## config.mk

```make
export PLATFORM = sky130hd
export DESIGN_NAME = uart_tx_ctrl
export DESIGN_NICKNAME = d
export VERILOG_FILES = /design/src/rtl/uart_tx_pkg.sv /design/src/rtl/uart_tx_ctrl.sv
export SDC_FILE = /design/constraint.sdc
export NUM_CORES = 1
export LEC_CHECK = 0
export BUFFER_PORTS_ARGS = -buffer_cell sky130_fd_sc_hd__buf_2
export CAP_MARGIN = 25
export CORE_AREA = 4 4 41 43
export CTS_CLUSTER_DIAMETER = 50
export DETAILED_ROUTE_END_ITERATION = 6
export DIE_AREA = 0 0 45 47
export GPL_TIMING_DRIVEN = 0
export PLACE_DENSITY = 0.62
export SLEW_MARGIN = 20
export SYNTH_ARGS = -nofsm -noshare
export SYNTH_HDL_FRONTEND = slang
export SYNTH_SLANG_ARGS = --single-unit
```

## constraint.sdc

```tcl
create_clock -name clk -period 1.3 [get_ports clk]
set_input_delay 0.13 -clock clk [delete_from_list [all_inputs] [get_ports clk]]
set_output_delay 0.13 -clock clk [all_outputs]
set_load 0.02 [all_outputs]
```

## src/rtl/uart_tx_pkg.sv

```systemverilog
`default_nettype none
// ============================================================================
//  Package   : uart_tx_pkg
//  Purpose   : Shared definitions for the UART transmit path: the frame
//              sequencer state encoding and the TX output-mux select codes.
//              The TX mux uses the same select codes, so both sides decode
//              the line level in the same way.
//  Revision  : 1.0  initial release
// ============================================================================
package uart_tx_pkg;

  // Frame sequencer states. The encoding is 3 bits wide, so three codes are
  // unused. The sequencer treats those codes as illegal and returns to IDLE.
  typedef enum logic [2:0] {
    IDLE   = 3'd0,
    START  = 3'd1,
    DATA   = 3'd2,
    PARITY = 3'd3,
    STOP   = 3'd4
  } tx_state_e;

  // TX output-mux select codes.
  localparam logic [1:0] MUX_START = 2'b00;  // line driven low (start bit)
  localparam logic [1:0] MUX_DATA  = 2'b01;  // serializer output
  localparam logic [1:0] MUX_PAR   = 2'b10;  // parity bit
  localparam logic [1:0] MUX_STOP  = 2'b11;  // line driven high (stop / idle)

endpackage : uart_tx_pkg
`default_nettype wire

```

## src/rtl/uart_tx_ctrl.sv

```systemverilog
`default_nettype none
// ============================================================================
//  Module    : uart_tx_ctrl
//  Purpose   : UART transmit frame sequencer. One clk equals one bit period.
//              A request is accepted only in IDLE. The module then walks
//              through the frame: start bit, DATA_WIDTH data bits sent
//              LSB-first, an optional parity bit, and a stop bit. While it
//              does so it drives the serializer shift enable and bit index,
//              the TX mux select, BUSY, and a done pulse.
//  Ports     :
//    clk         in   1        TX bit clock, rising edge
//    rst         in   1        asynchronous reset, active low
//    Data_valid  in   1        byte request, accepted only in IDLE
//    Par_en      in   1        parity enable, sampled on the accept cycle
//    ser_en      out  1        serializer shift enable, high in DATA
//    ser_idx     out  clog2(W) data bit index in DATA, 0 otherwise
//    mux_sel     out  2        00 start, 01 data, 10 parity, 11 stop/idle
//    BUSY        out  1        high in START, DATA, PARITY and STOP
//    tx_done     out  1        one-cycle pulse in the STOP cycle
//  Revision  : 1.0  initial release
// ============================================================================
module uart_tx_ctrl
  import uart_tx_pkg::*;
#(
  parameter int DATA_WIDTH = 8
) (
  input  logic                          clk,
  input  logic                          rst,
  input  logic                          Data_valid,
  input  logic                          Par_en,
  output logic                          ser_en,
  output logic [$clog2(DATA_WIDTH)-1:0] ser_idx,
  output logic [1:0]                    mux_sel,
  output logic                          BUSY,
  output logic                          tx_done
);

  localparam int             CW     = $clog2(DATA_WIDTH);
  localparam logic [CW-1:0]  C_LAST = CW'(DATA_WIDTH - 1);

  tx_state_e      state_q, state_d;
  logic [CW-1:0]  cnt_q, cnt_d;
  logic           par_en_q, par_en_d;

  // --------------------------------------------------------------------------
  // State register
  // --------------------------------------------------------------------------
  always_ff @(posedge clk or negedge rst) begin
    if (!rst) begin
      state_q  <= IDLE;
      cnt_q    <= '0;
      par_en_q <= 1'b0;
    end else begin
      state_q  <= state_d;
      cnt_q    <= cnt_d;
      par_en_q <= par_en_d;
    end
  end

  // --------------------------------------------------------------------------
  // Next-state logic and Moore output decode
  // --------------------------------------------------------------------------
  always_comb begin
    state_d  = state_q;
    cnt_d    = cnt_q;
    par_en_d = par_en_q;
    ser_en   = 1'b0;
    ser_idx  = '0;
    mux_sel  = MUX_STOP;
    BUSY     = 1'b0;
    tx_done  = 1'b0;

    case (state_q)
      IDLE: begin
        cnt_d = '0;
        // Par_en is latched here and nowhere else. A change to Par_en
        // later in the frame therefore has no effect on the parity slot.
        if (Data_valid) begin
          state_d  = START;
          par_en_d = Par_en;
        end
      end

      START: begin
        mux_sel = MUX_START;
        BUSY    = 1'b1;
        state_d = DATA;
        cnt_d   = '0;
      end

      DATA: begin
        mux_sel = MUX_DATA;
        BUSY    = 1'b1;
        ser_en  = 1'b1;
        ser_idx = cnt_q;
        // The counter stops at the last bit index and never wraps. IDLE
        // clears it before the next frame starts.
        if (cnt_q == C_LAST) begin
          state_d = par_en_q ? PARITY : STOP;
        end else begin
          cnt_d = cnt_q + CW'(1);
        end
      end

      PARITY: begin
        mux_sel = MUX_PAR;
        BUSY    = 1'b1;
        state_d = STOP;
      end

      STOP: begin
        BUSY    = 1'b1;
        tx_done = 1'b1;
        // Always return to IDLE, even if a request is pending. This
        // guarantees a BUSY-low cycle between frames, which the parity
        // calculator needs for its data capture.
        state_d = IDLE;
      end

      default: begin
        // Unused encodings: keep the line high and recover to IDLE.
        state_d = IDLE;
        cnt_d   = '0;
      end
    endcase
  end

endmodule : uart_tx_ctrl
`default_nettype wire

```

==> run metrics <==
status finished, violations left; failing checks negative setup slack; Worst EP arrival 1.25 ns; Clock Sinks 7; Detail Route Antenna Nets 0; crit path max fanout 7; # placed instances 74; Critical Path End Type output pin; pin slew with the least headroom to its limit 0.259 ns; R2R depth 5; r2r endpoint cnt_q[1]$_DFFE_PN0P_; synthesis-to-layout area growth 69.4%; register area 179 um2; Core Footprint 1300 um2; Rel. slew slack 82.7%; flops & latches, synth 7; Reg clk slew, reported paths 0.06 ns; height of the die 47 um; CP Class register to output pin; # H-tree levels 1; fin nets 76; largest area contributor in the netlist dfrtp_1; vias per cell 5.15; CP Launch Type register; fillers 122; largest net degree at the start of global routing 9; final setup margin -0.0848 ns; WP data required 1.17 ns; worst slack at placement -0.0840 ns; post-synthesis cell area 433 um2; Die ar. 2120 um2; Worst R2R Start cnt_q[0]$_DFFE_PN0P_; Ports 12; CTS Buf Count 3; Slew Limit Fails 0; top cell type's share of synthesized area 40.5%; synth unique cells 24; antenna diode count 0; peak supply drop 1.14 mV; fmax 722 MHz; total of max-cap violations 0; initial core utilization 33.3%; first-pass GRT wire length 1930 um; DRC viols 0; Worst-Skew Late Latency 0.26 ns; vias post-DR 433; number of hold violations in the final report 0; most common cell in the netlist dfrtp_1; fraction of layout cells with a size suffix above 1 62.3%; First-pass DRT Iterations 4; I/O Buffers 11; register area share after synthesis 40.5%; Final min period 1.38 ns; gpl congestion 0.681; Cells after Synth 48; total track usage 13.4%; Worst Hold End par_en_q$_DFFE_PN0P_; syn_area_per_cell 9.02 um2; WHS 0.0796 ns; area of the multi-input gates 349 um2; row count 13; Hold Crit Class input pin to register; Synthesized Nets 54; Hold Crit Depth 3; Total Wirelength 1140 um; cell area after layout 733 um2; Area contributors post-synth dfrtp_1 40%, ha_1 5.8%, nand2b_1 4.3%; clk buf depth 2; Die X 45 um; RSZ-0062 raised after global routing yes; GR Overflow Total 0; initial drt markers 2; Period Utilization, post-route 107%; leak pwr 0.323 nW; DP Wirelength 760 um; pwr dens 2160 nW/um2; Final Setup Violations 9; Post-DP Area 529 um2; vias in the first global route 469; final std cells w/o fill 84; CTS tree done; clk root buf clkbuf_4; Reg2Reg Setup Slack -0.04 ns; Post-synth EDFFs 0; main flop type after synthesis dfrtp_1; async set-reset flop share out of synthesis 100%; initial antenna violation count 0; Hold Path Origin Par_en; Power, Total 0.00159 W; routed len/inst 13.5 um; yosys warns 0; final clock skew 0.000201 ns
[cell type report]
type,instances,share of cell area [%]
Multi-Input combinational cell,37,47.6
Sequential cell,7,24.4
Timing Repair Buffer,18,19.1
Clock buffer,3,3.07
Tap cell,15,2.56
Buffer,1,1.54
Inverter,2,1.02
Clock inverter,1,0.683
[layer usage]
metal	track usage [%]	part of all wire, %
met5	0	0
met4	10.5	3.3
met3	2.30	3.5
met2	22.6	53
met1	14.9	40
[flip-flops by register name, summed over array words and instances (netlist names)]
name	count
state_q	3
cnt_q	3
par_en_q	1
[how the worst max path moves through the flow]
stage / from / end / slack, ns / cells past startpoint
finish: state_q[0]$_DFFE_PN0P_ / BUSY / -0.08 / 4
floorplan: state_q[2]$_DFFE_PN0P_ / ser_idx[1] / -0.03 / 4
global route: state_q[1]$_DFFE_PN0P_ / ser_idx[2] / -0.14 / 4
CTS: state_q[0]$_DFFE_PN0P_ / BUSY / -0.07 / 4
global placement: cnt_q[0]$_DFFE_PN0P_ / cnt_q[1]$_DFFE_PN0P_ / -0.08 / 5
detailed placement: cnt_q[0]$_DFFE_PN0P_ / cnt_q[2]$_DFFE_PN0P_ / -0.08 / 5
[repair_timing]
| item | in CTS | in global routing |
|---|---|---|
| buffers inserted | 5 | 1 |
| hold buffers | 1 | 0 |
| gates resized for setup | 21 | 13 |
| hold endpoints to repair | 7 | 0 |
| pin swaps | 4 | 5 |
| endpoints found under the setup margin | 11 | 14 |
[logic make-up after synthesis]
| logic type | share of synthesized area [%] |
|---|---|
| mux | 2.31 |
| fa+ha+maj | 5.78 |
| simple gates | 30.1 |
| buf+inv | 4.05 |
| compound gates | 15.3 |
| xor+xnor | 2.02 |
| flops | 40.5 |
[cells in the final DEF, fill, tap and decap left out]
cell type	count
a22oi_1	2
nand2_2	1
mux2i_1	1
a211o_1	1
nand3_1	2
nand2b_4	1
and3_4	1
inv_2	1
o21ai_1	3
dfrtp_1	4
nor4b_4	1
a21oi_4	1
o21ai_0	1
buf_4	8
nand3_2	1
nand2_1	1
nor3b_2	1
xnor2_1	1
nor2_1	1
and2_1	1
inv_1	1
buf_6	5
and2_4	1
dlygate4sd3_1	1
ha_4	1
nor3_2	1
a21oi_1	1
nand2b_1	2
a21o_1	1
nor3b_4	1
buf_2	5
clkbuf_4	3
or2_4	1
nor2b_4	1
nor2_4	2
dfrtp_2	3
nor2b_1	2
clkinv_2	1
ha_2	1
a21oi_2	1
[through the flow]
stage,util (%),setup TNS (ns)
5_1_grt,56.3,-1.27
3_3_place_gp,40.7,-0.212
4_1_cts,51.0,-0.407
3_5_place_dp,40.7,-0.240
6_report,56.3,-0.452
2_1_floorplan,-,-0.0665
[worst max-delay path, cell delays in order, from the launching register on]
cell and delay (ns):
dfrtp_2 0.46, buf_6 0.16, nor2_4 0.10, xnor2_1 0.12
buf_4 0.16
[power by group]
part / total (W) / internal [W] / switching (W)
Combinational: 0.000947 / 0.000478 / 0.000469
Sequential: 0.000424 / 0.000298 / 0.000127
Clock: 0.000217 / 0.000114 / 0.000103
Total: 0.00159 / 0.000889 / 0.000698
Note: power is estimated with default switching activity, not from simulation.
